File: src/rtl/key_event_pkg.sv
// Shared types and default timing constants for the key event generator.
package key_event_pkg;

  // Per-key state encoding; LOCKED is the post-reset state that waits for a
  // released key before any event can be generated.
  typedef enum logic [1:0] {
    LOCKED = 2'b00,
    IDLE   = 2'b01,
    HOLD   = 2'b10,
    REPEAT = 2'b11
  } key_state_e;

  // Defaults for a 100 MHz clock: 0.5 s to the first repeat, then 0.1 s.
  localparam int DEF_HOLD_CYCLES   = 50_000_000;
  localparam int DEF_REPEAT_CYCLES = 10_000_000;
  localparam int DEF_CNT_W         = 26;

endpackage

File: src/rtl/key_event_cell.sv
// One key: LOCKED/IDLE/HOLD/REPEAT state machine, hold/repeat counter and
// registered press/release/held outputs.
module key_event_cell
  import key_event_pkg::*;
#(
  parameter int   HOLD_CYCLES   = DEF_HOLD_CYCLES,
  parameter int   REPEAT_CYCLES = DEF_REPEAT_CYCLES,
  parameter logic REPEAT_EN     = 1'b1,
  parameter int   CNT_W         = DEF_CNT_W
) (
  input  logic       clk,
  input  logic       rst,
  input  logic       level,
  output logic       press,
  output logic       rel,
  output logic       held,
  output key_state_e state
);

  localparam int MAX_CYC = (HOLD_CYCLES > REPEAT_CYCLES) ? HOLD_CYCLES : REPEAT_CYCLES;
  localparam logic [63:0] MAX_TERM = 64'(MAX_CYC - 1);

  // Reject illegal timing parameters at elaboration.
  if (HOLD_CYCLES < 2) begin : g_bad_hold
    $error("key_event_cell: HOLD_CYCLES must be >= 2");
  end
  if (REPEAT_CYCLES < 1) begin : g_bad_repeat
    $error("key_event_cell: REPEAT_CYCLES must be >= 1");
  end
  if (CNT_W < 1 || CNT_W > 63) begin : g_bad_cnt_w
    $error("key_event_cell: CNT_W must be in 1..63");
  end else if ((64'd1 << CNT_W) <= MAX_TERM) begin : g_narrow_cnt
    $error("key_event_cell: CNT_W too narrow for the terminal counts");
  end

  localparam logic [CNT_W-1:0] HOLD_LAST   = CNT_W'(HOLD_CYCLES - 1);
  localparam logic [CNT_W-1:0] REPEAT_LAST = CNT_W'(REPEAT_CYCLES - 1);

  logic [CNT_W-1:0] cnt;

  // Single registered FSM: pulses default low each cycle, release beats repeat.
  always_ff @(posedge clk) begin
    if (rst) begin
      state <= LOCKED;
      cnt   <= '0;
      press <= 1'b0;
      rel   <= 1'b0;
      held  <= 1'b0;
    end else begin
      press <= 1'b0;
      rel   <= 1'b0;
      case (state)
        LOCKED: begin
          held <= 1'b0;
          if (!level) state <= IDLE;
        end
        IDLE: begin
          held <= 1'b0;
          if (level) begin
            press <= 1'b1;
            held  <= 1'b1;
            cnt   <= '0;
            state <= HOLD;
          end
        end
        HOLD: begin
          if (!level) begin
            rel   <= 1'b1;
            held  <= 1'b0;
            cnt   <= '0;
            state <= IDLE;
          end else if (cnt == HOLD_LAST) begin
            // Non-repeating keys park here with the counter saturated.
            if (REPEAT_EN) begin
              press <= 1'b1;
              cnt   <= '0;
              state <= REPEAT;
            end
          end else begin
            cnt <= cnt + 1'b1;
          end
        end
        REPEAT: begin
          if (!level) begin
            rel   <= 1'b1;
            held  <= 1'b0;
            cnt   <= '0;
            state <= IDLE;
          end else if (cnt == REPEAT_LAST) begin
            press <= 1'b1;
            cnt   <= '0;
          end else begin
            cnt <= cnt + 1'b1;
          end
        end
        default: begin
          state <= LOCKED;
          held  <= 1'b0;
          cnt   <= '0;
        end
      endcase
    end
  end

endmodule

File: src/rtl/key_event_gen.sv
// Turns debounced key levels into press / auto-repeat / release pulses, one
// independent cell per key. "release" is a reserved word, so that output is
// named rel. The state output exposes each key's FSM state, 2 bits per key.
module key_event_gen
  import key_event_pkg::*;
#(
  parameter int                N_KEYS        = 5,
  parameter int                HOLD_CYCLES   = DEF_HOLD_CYCLES,
  parameter int                REPEAT_CYCLES = DEF_REPEAT_CYCLES,
  parameter logic [N_KEYS-1:0] REPEAT_MASK   = N_KEYS'(5'b01111),
  parameter int                CNT_W         = DEF_CNT_W
) (
  input  logic                  clk,
  input  logic                  rst,
  input  logic [N_KEYS-1:0]     level,
  output logic [N_KEYS-1:0]     press,
  output logic [N_KEYS-1:0]     rel,
  output logic [N_KEYS-1:0]     held,
  output logic [2*N_KEYS-1:0]   state
);

  if (N_KEYS < 1) begin : g_bad_n_keys
    $error("key_event_gen: N_KEYS must be >= 1");
  end

  // One cell per key; repeat enable taken from the matching mask bit.
  for (genvar i = 0; i < N_KEYS; i++) begin : g_key
    key_state_e cell_state;

    key_event_cell #(
      .HOLD_CYCLES   (HOLD_CYCLES),
      .REPEAT_CYCLES (REPEAT_CYCLES),
      .REPEAT_EN     (REPEAT_MASK[i]),
      .CNT_W         (CNT_W)
    ) u_cell (
      .clk   (clk),
      .rst   (rst),
      .level (level[i]),
      .press (press[i]),
      .rel   (rel[i]),
      .held  (held[i]),
      .state (cell_state)
    );

    assign state[2*i +: 2] = cell_state;
  end

endmodule

File: config.mk
export PLATFORM = sky130hd
export DESIGN_NAME = key_event_gen
export DESIGN_NICKNAME = d
export VERILOG_FILES = /design/src/rtl/key_event_pkg.sv /design/src/rtl/key_event_cell.sv /design/src/rtl/key_event_gen.sv
export SDC_FILE = /design/constraint.sdc
export NUM_CORES = 1
export LEC_CHECK = 0
export ABC_AREA = 0
export ABC_CLOCK_PERIOD_IN_PS = 2520
export CORE_MARGIN = 5
export CORE_UTILIZATION = 60
export CTS_BUF_LIST = sky130_fd_sc_hd__clkbuf_8
export CTS_CLUSTER_DIAMETER = 50
export CTS_CLUSTER_SIZE = 30
export DETAILED_ROUTE_END_ITERATION = 7
export PLACE_DENSITY = 0.79
export SYNTH_ARGS = -nofsm -noshare
export SYNTH_HDL_FRONTEND = slang
export SYNTH_SLANG_ARGS = --single-unit
File: constraint.sdc
create_clock -name clk -period 2.52 [get_ports clk]
set_clock_uncertainty 0.05 [all_clocks]
set_input_delay 0.378 -clock clk [delete_from_list [all_inputs] [get_ports clk]]
set_output_delay 0.378 -clock clk [all_outputs]
set_load 0.1 [all_outputs]
Word level (Yosys, flattened, before mapping)
Index checks and enable logic that the tools add are counted.
{"block": "word_totals", "register_bits": 155, "elab_cells": 211}
{"block": "classes", "mux": 96, "addsub": 5, "reduce_logical": 35, "bitwise": 5, "eq_ne": 45}
{"cell": "$mux W26", "n": 25}
{"cell": "$pmux W26 S3", "n": 5}
{"cell": "$add A26 B1 Y26 const B", "n": 5}
{"cell": "$eq A26 B24 Y1 const B", "n": 5}
{"cell": "$eq A26 B26 Y1 const B", "n": 5}
{"cell": "$mux W2", "n": 18}
{"cell": "$mux W1", "n": 33}
{"cell": "$ne A2 B2 Y1 const B", "n": 15}
{"cell": "$reduce_or A2 Y1", "n": 14}
{"cell": "$pmux W1 S3", "n": 9}
{"cell": "$pmux W2 S3", "n": 4}
{"cell": "$eq A2 B2 Y1 const B", "n": 10}
{"cell": "$reduce_and A3 Y1", "n": 5}
{"cell": "$reduce_bool A3 Y1", "n": 5}
{"cell": "$ne A3 B2 Y1 const B", "n": 4}
{"cell": "$eq A2 B1 Y1 const B", "n": 5}
{"cell": "$logic_not A2 Y1", "n": 5}
{"cell": "$reduce_and A2 Y1", "n": 5}
{"cell": "$not A1 Y1", "n": 5}
{"cell": "$pmux W2 S2", "n": 1}
{"cell": "$ne A3 B3 Y1 const B", "n": 1}
{"cell": "$reduce_or A3 Y1", "n": 1}
{"cell": "$pmux W1 S2", "n": 1}

Longest topological paths before layout
{"block": "logic_depth", "ltp_word": 4, "depth_mapped": 9}

Modules after synthesis
Synthesis repeated with hierarchy kept, for this count alone.
{"block": "hier_totals", "cells_unflattened": 981, "hier_area_um2": 8343.0}
{"mod": "key_event_cell (g_key[0].u_cell ...)", "n_inst": 4, "area_each_um2": 1674.1, "seq_area_each_um2": 620.6, "cells_per_inst": 197}
{"mod": "key_event_cell (g_key[4].u_cell)", "n_inst": 1, "area_each_um2": 1646.6, "seq_area_each_um2": 620.6, "cells_per_inst": 193}

Worst setup path after synthesis
Ideal clock, no wire load.
{"block": "synth_path", "path_type": "register to register", "start": "register g_key[0].u_cell.state[0]", "end": "register g_key[0].u_cell.cnt[19]", "stages_incl_launch_ff": 8, "setup_ps": 74, "setup_slack_ps": -74, "required_ps": 2396, "period_less_slack_ps": 2594, "arrival_ps": 2470, "path_cell_list": "dfxtp_1 inv_1 ha_1 or2_2 a21o_1 buf_2 or3_1 o21ai_0"}
{"block": "synth_between", "elab_chain_len": 3, "word_cells_on_any_way": 7, "cone_classes": "4 x eq/ne; 1 x mux; 2 x reduce/logical"}
{"element": "from (decl)", "line_no": "key_event_cell.sv:17", "source": "output key_state_e state"}
{"element": "from (signal assigned)", "line_no": "key_event_cell.sv:44", "source": "state <= LOCKED;"}
{"element": "from (signal assigned)", "line_no": "key_event_cell.sv:55", "source": "if (!level) state <= IDLE;"}
{"element": "from (signal assigned)", "line_no": "key_event_cell.sv:63", "source": "state <= HOLD;"}
{"element": "$eq A2 B1 Y1 or $eq A2 B2 Y1 (tied branches)", "line_no": "key_event_cell.sv:52", "source": "case (state)"}
{"element": "$ne A2 B2 Y1 (no source line) or $reduce_bool A3 Y1 (tied branches)"}
{"element": "$reduce_and A2 Y1 (no source line)"}
{"element": "to (signal assigned)", "line_no": "key_event_cell.sv:80", "source": "cnt <= cnt + 1'b1;"}
{"element": "to (signal assigned)", "line_no": "key_event_cell.sv:93", "source": "cnt <= cnt + 1'b1;"}
{"element": "to (decl)", "line_no": "key_event_cell.sv:39", "source": "logic [CNT_W-1:0] cnt;"}
Several ways; a longest one is shown, not always the timed one.
A chain may end at the register's enable or synchronous reset.

Worst setup path in the final report
{"block": "layout_path", "start": "register g_key[0].u_cell.cnt[1]", "end": "register g_key[0].u_cell.cnt[18]"}
{"block": "layout_between", "elab_chain_len": 4, "word_cells_on_any_way": 8, "cone_classes": "1 x add/sub; 2 x eq/ne; 5 x mux"}
{"element": "$add A26 B1 Y26 (tied with other cells)", "line_no": "key_event_cell.sv:80, key_event_cell.sv:93"}
{"element": "$mux W26 (on tied branches)", "line_no": "key_event_cell.sv:89, key_event_cell.sv:72"}
{"element": "$mux W26 (on tied branches)", "line_no": "key_event_cell.sv:84, key_event_cell.sv:67"}
{"element": "$pmux W26 S3 *", "line_no": "key_event_cell.sv:52"}
Every way passes the cells marked *; elsewhere a longest branch is shown, timed or not.

==> metrics.yaml <==
logic_synthesis:
  synth_area_um2: 8470
  synth-simple-area-share_pct: 28.9
  fraction_of_the_yosys_area_taken_by_sequential_cells_pct: 36.6
  synth_commonest_cells: "155 x sky130_fd_sc_hd__dfxtp_1, 122 x sky130_fd_sc_hd__nand2_1, 76 x sky130_fd_sc_hd__a21oi_1, 71 x sky130_fd_sc_hd__o21ai_0, 69 x sky130_fd_sc_hd__nand3_1"
  synth.ff_latch_count: 155
  synth_fa_ha_area_share_pct: 3.69
  synth.distinct_cells: 69
  synth.most_common_cell: "sky130_fd_sc_hd__dfxtp_1"
  syn-mean-instance-area_um2: 7.97
  synth_fp_nets: 1095
  yosys-top-cells-area: "sky130_fd_sc_hd__dfxtp_1 37%, sky130_fd_sc_hd__nand2_1 5.4%, sky130_fd_sc_hd__a21oi_1 4.5%"
  post_synth_xor_area_fraction_pct: 2.38
  synth.area.mux_share_pct: 1.54
  area_leader_netlist: "sky130_fd_sc_hd__dfxtp_1"
  yosys_warning_total: 0
  synth_enable_flop_cells: 0
  post_synth_inst_count: 1063
  compound_gate_portion_of_the_synthesized_area_pct: 21.2
  synth_top_family_by_area: "simple AND/OR/NAND/NOR gates"
  ys.flop_type: "sky130_fd_sc_hd__dfxtp_1"
  asyncSetResetFlopFracSynth_pct: 0
  yosys.area.top_type_share_pct: 36.6
worst_setup_path:
  timing.critical_path.arrival_ns: 2.64
  reg2reg_slack_ns: 0.15
  crit_path_end_kind: "flop"
  path_cells: "ha_1 -> and2_1 -> nand4_1 -> o41ai_4 -> a21oi_2 -> buf_12 -> o311ai_0 -> o311ai_0"
  critical_path.reg2reg.startpoint: "g_key[0].u_cell.cnt[1]"
  critical-path-top-delay-family: "compound AO/OA/AOI/OAI gates"
  critPathMostFrequentCell: "sky130_fd_sc_hd__o311ai_0"
  cp_slowest_stage_delay_ns: 0.47
  criticalPathCategory: "reg -> reg"
  critical_path_buf_inv_count: 1
  r2r_cells: 8
  worst-endpoint-required_ns: 2.78
  slowest_stage: "sky130_fd_sc_hd__o41ai_4"
  crit-reg2reg-capture: "g_key[0].u_cell.cnt[18]"
  critical_path_peak_fanout: 35
  setup_crit_start_kind: "flop"
placed_design:
  dpl.cell_count: 1255
  place.port_buffers: 31
  place.detailed.hpwl_mm: 13.7
  post_dp_cell_area_um2: 8990
  routabilityCongestion: 0.926
die:
  die-width_um: 129
  fp.coreArea_um2: 13900
  fp.dieH_um: 129
  dieArea_um2: 16600
  ioPinCount: 32
  fp-row-count: 43
  initial_utilization_pct: 61.0
routing:
  drtPass1Iterations: 5
  postRouteAntennaNets: 0
  dr.first_iter.drc_count: 860
  totalWireLength_mm: 19.7
  route.detailed.wl_per_inst_um: 15.3
  via_per_inst: 6.20
  drt_drc_violations_left: 0
  route.vias.total: 7999
clocking:
  clk_latency_ns: 0.47
  cts_buffers: 17
  clock_sink_count: 155
  worst_setup_hold_path_clk_slew_ns: 0.08
  tritoncts_clock_tree: "yes"
  max-clock-path-buffers: 2
  cts_max_level: 4
  cts_root_buf: "sky130_fd_sc_hd__clkbuf_8"
sta:
  max_slew.worst_pin.slew_ns: 1.11
  fin_crit_sh_pct: 94.2
  timing_max_transition_violations_final: 0
  period_minus_slack_ns: 2.37
  timing.slew.headroom_pct: 25.5
  fin_setup_tns_ns: 0
  setup_viol_count_final: 0
  fmax_ghz: 0.421
  grt_setup_unrepaired: "true"
  finalHoldViolations: 0
outcome:
  status: "completed"
layout:
  fin_cells: 1290
  finish.net_count: 1129
  area_growth_pct: 11.3
  utilization_pct: 68.0
  nFillCells: 1167
  antennaDiodeCount: 0
  ratio_of_cells_with_drive_above_1_in_the_final_layout_pct: 11.4
  finish.instance_area_um2: 9430
hold_path:
  timing.hold.worst_path_depth: 1
  timing.hold.worst_endpoint: "g_key[0].u_cell.cnt[5]"
  timing.hold.worst.class: "reg -> reg"
  min_from: "g_key[0].u_cell.cnt[5]"
global_routing:
  grt.total_usage_pct: 23.9
  wire_length_of_the_first_global_routing_pass_mm: 33.2
  maximum_number_of_pins_on_one_net_before_global_route_repair: 36
  total_global_routing_overflow: 0
  number_of_antenna_violations_at_the_first_check_in_global_routing: 0
  grt_pass1_vias: 7031
job:
  timing.max_cap.violations: 0
power:
  power_uw: 6660
  power_density_nw_per_um2: 706
  p_leak_uw: 0.00325
  vdd_ir_drop_max_mv: 0.629
==> worst register-to-register path, cell delays in order, from the launching register on <==
cell and delay (ns):
sky130_fd_sc_hd__dfxtp_1 0.41, sky130_fd_sc_hd__ha_1 0.19, sky130_fd_sc_hd__and2_1 0.22, sky130_fd_sc_hd__nand4_1 0.24, sky130_fd_sc_hd__o41ai_4 0.47, sky130_fd_sc_hd__a21oi_2 0.12
sky130_fd_sc_hd__buf_12 0.18, sky130_fd_sc_hd__o311ai_0 0.13, sky130_fd_sc_hd__o311ai_0 0.21
==> repair_timing <==
action | in CTS | in global routing
buffers inserted | 0 | 3
hold buffers | 0 | 0
gates resized for setup | 0 | 6
setup endpoints to repair | 0 | 35
==> logic make-up after synthesis <==
| logic type | after synthesis |
|---|---|
| fa+ha+maj | 25 |
| mux | 13 |
| xor+xnor | 23 |
| compound gates | 283 |
| flops | 155 |
| simple gates | 461 |
| buf+inv | 103 |
==> registers in the layout (all words and copies together) (netlist names) <==
| register | flops |
|---|---|
| g_key.u_cell.cnt | 130 |
| g_key.u_cell.state | 10 |
| g_key.u_cell.press | 5 |
| g_key.u_cell.held | 5 |
| g_key.u_cell.rel | 5 |
==> cell usage in the layout, fill, tap and decap left out, types with 5 or more instances in the layout <==
cell type,synthesis,routed
sky130_fd_sc_hd__clkbuf_8,0,20
sky130_fd_sc_hd__a31oi_1,55,55
sky130_fd_sc_hd__buf_4,16,66
sky130_fd_sc_hd__xor2_1,15,15
sky130_fd_sc_hd__dfxtp_1,155,153
sky130_fd_sc_hd__nor4b_1,10,10
sky130_fd_sc_hd__a22o_1,10,10
sky130_fd_sc_hd__or4_1,5,5
sky130_fd_sc_hd__clkdlybuf4s50_1,0,6
sky130_fd_sc_hd__inv_1,42,43
sky130_fd_sc_hd__nor4_1,7,7
sky130_fd_sc_hd__and4_1,16,16
sky130_fd_sc_hd__nor2_1,65,64
sky130_fd_sc_hd__and2_1,9,9
sky130_fd_sc_hd__mux2i_1,13,13
sky130_fd_sc_hd__nand3_1,69,69
sky130_fd_sc_hd__or3_1,17,17
sky130_fd_sc_hd__a41oi_1,9,9
sky130_fd_sc_hd__nand2_1,122,122
sky130_fd_sc_hd__and3_1,20,20
sky130_fd_sc_hd__nor3_1,31,31
sky130_fd_sc_hd__xnor2_1,8,8
sky130_fd_sc_hd__o21ai_0,71,71
sky130_fd_sc_hd__nor4bb_1,6,6
sky130_fd_sc_hd__nand2b_1,9,9
sky130_fd_sc_hd__nand4_1,51,51
sky130_fd_sc_hd__a21o_1,10,9
sky130_fd_sc_hd__a211oi_1,8,7
sky130_fd_sc_hd__a21oi_1,76,75
sky130_fd_sc_hd__ha_1,25,24
==> through the flow <==
step / setup WS (ns) / hold WS [ns]
2_1_floorplan: 0.0173 / 0.382
3_3_place_gp: 0.00914 / 0.396
3_5_place_dp: -0.0257 / 0.408
4_1_cts: 0.0798 / 0.421
5_1_grt: -0.0214 / 0.441
6_report: 0.147 / 0.420
==> routing by layer <==
layer	wire length (µm)	share of wire (%)	track usage [%]
met1	9650	49	34.4
met2	8690	44	35.6
met3	1080	5.5	5.19
met4	277	1.4	7.91
met5	0	0	0
==> area by class of cell <==
type / instances / area, µm² / share of cell area, %
Tap cell: 180 / 225 / 2.39
Multi-Input combinational cell: 805 / 4910 / 52.1
Inverter: 42 / 158 / 1.67
Clock inverter: 12 / 123 / 1.30
Timing Repair Buffer: 76 / 636 / 6.74
Clock buffer: 20 / 275 / 2.92
Sequential cell: 155 / 3110 / 32.9
==> how the worst max path moves through the flow <==
stage | startpoint | to | slack, ns | cells after the start
floorplan | g_key[3].u_cell.state[1] | g_key[3].u_cell.cnt[13] | 0.02 | 7
CTS | g_key[3].u_cell.cnt[0] | g_key[3].u_cell.cnt[11] | 0.08 | 8
finish | g_key[0].u_cell.cnt[1] | g_key[0].u_cell.cnt[18] | 0.15 | 8
global route | g_key[0].u_cell.cnt[2] | g_key[0].u_cell.cnt[13] | -0.02 | 6
detailed placement | rst | g_key[4].u_cell.cnt[17] | -0.03 | 7
global placement | rst | g_key[4].u_cell.cnt[20] | 0.009 | 7
==> where the power goes <==
group / switching, µW / leakage (µW) / internal [µW] / total [µW]
sequential: 94.1 / 0.00125 / 2550 / 2640
clock: 945 / 0.000198 / 948 / 1890
combinational: 1520 / 0.00180 / 605 / 2120
Power figures use the tool's default switching activity.
==> patch 1: new RTL, same settings <==
Register the input `level` before use, without a reset. The logic sees it one clock later.
--- a/src/rtl/key_event_gen.sv
+++ b/src/rtl/key_event_gen.sv
@@ -19,6 +19,12 @@
   output logic [2*N_KEYS-1:0]   state
 );
 
+  logic [N_KEYS-1:0] level_q;
+
+  always_ff @(posedge clk) begin
+      level_q <= level;
+  end
+
   if (N_KEYS < 1) begin : g_bad_n_keys
     $error("key_event_gen: N_KEYS must be >= 1");
   end
@@ -35,7 +41,7 @@
     ) u_cell (
       .clk   (clk),
       .rst   (rst),
-      .level (level[i]),
+      .level (level_q[i]),
       .press (press[i]),
       .rel   (rel[i]),
       .held  (held[i]),
Check against the original RTL: not equivalent (a bounded check fails within 4 cycles, from zero or initial values and one cycle with rst high).
==> patch 1 against the unedited design <==
  * Total power rose by 2.8%
  * Critical path depth fell by 1
  * Sequential cell count rose by 5
  * Final area rose by 3.8%
  * Cell count rose by 1.6%
  * Worst setup slack got worse by 0.068 ns
  * Via count rose by 2.0%
  * Area after synthesis rose by 2.6%
  * Synthesized cell count rose by 0.28%
  * Routed wire length rose by 2.4%
==> patch 1: results (changes against the unedited design) <==
Unique masters post-synth=80 (+16%); worst hold path stage count=1 (unchanged); Max Fanout on Critical Path=33 (-5.7%); Antenna diodes=0 (unchanged); Worst Tran Pin Value=0.921 ns (-0.193 ns); total number of yosys warnings=0 (unchanged); worst-case reg-to-reg path depth=7 (-1); hold path startpoint=level[2]; Clock Latency Late Sink=0.47 ns (about the same); run status=complete, no violations; Routability Congestion=0.902 (-2.6%); post-synthesis xor/xnor area fraction=1.91% (-0.46 points); Final HPWL DP=14,500 um (+6.0%); Overflow after GRT=0 (unchanged); CTS buffer count=17 (unchanged); CTS clk-pin slew, worst paths=0.08 ns (about the same); adder-cell share of the synthesized area=3.60% (-0.092 points); Seq/Total Area, Yosys=36.9% (+0.23 points); DR pass1 iterations=5 (unchanged); Worst EP arrival=2.75 ns (+0.11 ns); Root Driver=clkbuf_8; share of cells above drive strength 1=13.7% (+2.3 points); WL per Instance=15.4 um (+0.75%); PortBufs=31 (unchanged); H-Tree Depth=4 (unchanged); HP Class=in -> reg; FF-to-FF setup slack=0.08 ns (-0.07 ns); first-pass GRT wire length=34,100 um (+2.8%); Vias/cell=6.22 (+0.35%); Nets=1,146 (+1.5%); Synth area leaders=dfxtp_1 37%, nand2_1 4.9%, a21oi_1 4.8%; ys async rst share=0% (unchanged); DRT iter0 DRCs=733 (-15%); largest net degree at the start of global routing=38 (+5.6%); clock buffer depth=2 (unchanged); Global Route Usage Sum=24.1% (+0.25 points); Largest regs=g_key.u_cell.cnt x130, g_key.u_cell.state x10; Worst VDD drop=827 uV (+32%); vias in the first global route=7,493 (+6.6%); worst r2r dst=g_key[3].u_cell.cnt[23]; top post-synthesis cells by count=160 x dfxtp_1, 114 x nand2_1, 84 x a21oi_1; compound-cell area share of the yosys netlist=23.1% (+1.9 points); initial antenna violation count=0 (unchanged); multiplexer share of the synthesized area=1.28% (-0.25 points); worst hold path endpoint=level_q[2]; Pleak=3.51 nW (+8.0%); Critical R2R Launch=g_key[3].u_cell.cnt[11]
-- patch 1: cells by family after synthesis --
family,count (synthesis)
buffers and inverters,91
adder cells (fa/ha/maj),25
multiplexers,11
AO/OA/AOI/OAI,305
XOR/XNOR,19
AND/OR/NAND/NOR,455
flip-flops,160
-- patch 1: report_power, final --
part | switching, W | total [W] | internal (W)
Sequential | 0.0000988 | 0.00273 | 0.00263
Combinational | 0.00152 | 0.00214 | 0.000621
Clock | 0.000970 | 0.00197 | 0.00100
-- patch 1: metal layers --
| metal | GRT usage, % | vias up | part of all wire, % |
|---|---|---|---|
| met3 | 5.49 | 33 | 5.0 |
| li1 | - | 4068 | - |
| met5 | 0 | - | 0 |
| met1 | 31.1 | 3838 | 46 |
| met4 | 7.26 | 0 | 1.5 |
| met2 | 40.5 | 219 | 48 |
-- patch 1: timing repair --
action | 4_1_cts | 5_1_grt
setup endpoints to repair | 0 | 22
resized for setup | 0 | 7
buffers inserted | 0 | 2
-- patch 1: cell type report --
class | instances | area [um2]
multi-input cells | 815 | 5100
fillers | 1170 | 4570
flip-flops and latches | 160 | 3210
repair buffers | 86 | 711
clock buffers | 18 | 248
well taps | 184 | 230
clock inverters | 14 | 166
inverters | 34 | 128
-- patch 1: how the worst max path moves through the flow --
stage	end	cells past startpoint	start
global placement	g_key[2].u_cell.cnt[24]	5	rst
floorplan	g_key[0].u_cell.cnt[12]	7	g_key[0].u_cell.state[1]
detailed placement	g_key[2].u_cell.cnt[24]	5	rst
CTS	g_key[0].u_cell.cnt[15]	8	g_key[0].u_cell.cnt[0]
global route	g_key[3].u_cell.cnt[23]	7	g_key[3].u_cell.cnt[11]
finish	g_key[3].u_cell.cnt[23]	7	g_key[3].u_cell.cnt[11]
-- patch 1: critical path, cell delays in order (launching register included) --
cell     delay [ns]
dfxtp_1        0.37
or4_1          0.58
nor4_4         0.39
a211o_1        0.26
a21oi_2        0.09
buf_12         0.17
and3_1         0.17
a211o_1        0.25
-- patch 1: stage by stage --
step	worst slack, ns	area (um2)	cells	hold slack [ns]	utilization (%)
floorplan	0.0372	8700	1066	0.356	-
global placement	-0.0194	9330	1277	0.408	64.9
detailed placement	-0.0359	9330	1277	0.412	64.9
CTS	0.0304	9740	1309	0.272	67.8
global route	0.00195	9800	1311	0.269	68.2
finish	0.0792	9800	1311	0.296	68.2
==> patch 2: new RTL, config.mk and constraints unchanged <==
Made on the original files. `N_KEYS`: 5 -> 6.
--- a/src/rtl/key_event_gen.sv
+++ b/src/rtl/key_event_gen.sv
@@ -4,7 +4,7 @@
 module key_event_gen
   import key_event_pkg::*;
 #(
-  parameter int                N_KEYS        = 5,
+  parameter int                N_KEYS        = 6,
   parameter int                HOLD_CYCLES   = DEF_HOLD_CYCLES,
   parameter int                REPEAT_CYCLES = DEF_REPEAT_CYCLES,
   parameter logic [N_KEYS-1:0] REPEAT_MASK   = N_KEYS'(5'b01111),
Ports: changed (5 resized); port bits go from 32 to 38. No check against the original RTL was run, so the function may have changed too.
==> patch 2 against the unedited design <==
  * The flow now finishes with violations (setup timing)
  * Combinational power grew 4%
  * Final area grew 21%
  * Highest routed layer unchanged
  * Critical path type unchanged
  * Area after synthesis grew 17%
  * Routed wire length grew 25%
  * Largest cell class unchanged
  * Hold slack gained 0.011 ns
  * Sequential cell count grew 31
  * Worst setup slack lost 0.18 ns
  * Total power grew 8.0%
  * Critical path depth shrank 1
  * Synthesized cell count grew 17%
==> patch 2: results (changes against the unedited design) <==
run status=complete, but fails checks; failing checks=setup timing; Fill cells=1,323 (+13%); Max Fanout on Critical Path=14 (-60%); Final HPWL DP=16,900 um (+24%); Synth area leaders=dfxtp_1 38%, nand2_1 5.3%, nand3_1 4.4%; CP max stage delay=0.53 ns (+0.06 ns); post-synthesis xor/xnor area fraction=4.16% (+1.8 points); final wirelength=24,500 um (+25%); first-pass GRT wire length=40,900 um (+23%); cell class contributing the biggest share of worst-path delay=simple AND/OR/NAND/NOR gates; top post-synthesis cells by count=186 x dfxtp_1, 141 x nand2_1, 108 x nor2_1; multiplexer share of the synthesized area=0.910% (-0.63 points); Routability Congestion=0.952 (+2.7%); Net Count, Synth=1,277 (+17%); worst setup margin=-0.0361 ns (-0.183 ns); met2 wire length=11,500 um (+32%); FF/Latch Area=3740 um2 (+20%); Die W=138 um (+7.5%); GR Util met3=4.73% (-0.46 points); seq_cells=186 (+20%); Comb pwr share=30.8% (-1.1 points); CTS clk-pin slew, worst paths=0.10 ns (+0.02 ns); synthesized area per cell=7.97 um2 (about the same); Pleak=4.10 nW (+26%); Comb. pwr=0.00221 W (+4%); Largest regs=g_key.u_cell.cnt x156, g_key.u_cell.state x12; grt met2 use=39.4% (+3.8 points); Place WS=-0.198 ns (-0.173 ns); DR pass1 iterations=7 (+2); Seq/Total Area, Yosys=37.6% (+0.98 points); Layout Cells excl Fill=1,563 (+21%); setup TNS=-0.0532 ns (-0.0532 ns); largest net degree at the start of global routing=27 (-25%); Worst VDD drop=619 uV (-1.5%); highest routed layer=met4; Rel. slew slack=29.0% (+3.5 points); sequential cell area share=32.8% (-0.068 points); clock buf count=23 (+15%); share of cells above drive strength 1=15.4% (+4.1 points); Nets=1,365 (+21%); # setup viols final=2 (+2); DR WL met3=1520 um (+41%); clk cell area share=3.18% (-1.0 points); Net Sw Power=0.00265 W (+3.8%); met1 Use GR=33.7% (-0.68 points); compound-cell area share of the yosys netlist=18.0% (-3.2 points); adder-cell share of the synthesized area=3.28% (-0.41 points); Placed Cells=1,524 (+21%); Global Route Usage Sum=24.5% (+0.58 points); vias in the first global route=8,709 (+24%); invs w/o clock=38 (-9.5%); Unique masters post-synth=72 (+4.3%); wl on met1=11,100 um (+15%); placed instance area=10,900 um2 (+21%); PortBufs=37 (+19%); Vias/cell=6.11 (-1.5%)
## patch 2: repair_timing
| action | in CTS | in global routing |
|---|---|---|
| hold buffers | 0 | 0 |
| setup endpoints to repair | 3 | 51 |
| gates cloned | 1 | 0 |
| pin swaps | 1 | 5 |
| resized for setup | 0 | 16 |
| setup buffers | 0 | 7 |
## patch 2: final timing paths
check | from | endpoint | slack [ns] | depth (start not counted)
setup / recovery | g_key[3].u_cell.cnt[24] | g_key[3].u_cell.cnt[19] | -0.04 | 7
hold reg to reg | g_key[3].u_cell.held | g_key[3].u_cell.held | 0.43 | 2
hold / removal | g_key[3].u_cell.held | g_key[3].u_cell.held | 0.43 | 2
setup reg to reg | g_key[3].u_cell.cnt[24] | g_key[3].u_cell.cnt[19] | -0.04 | 7
## patch 2: kinds of logic after synthesis
kind of cell / count (synthesis)
AND/OR/NAND/NOR: 589
AO/OA/AOI/OAI: 276
flip-flops: 186
buffers and inverters: 110
XOR/XNOR: 47
adder cells (fa/ha/maj): 26
multiplexers: 9
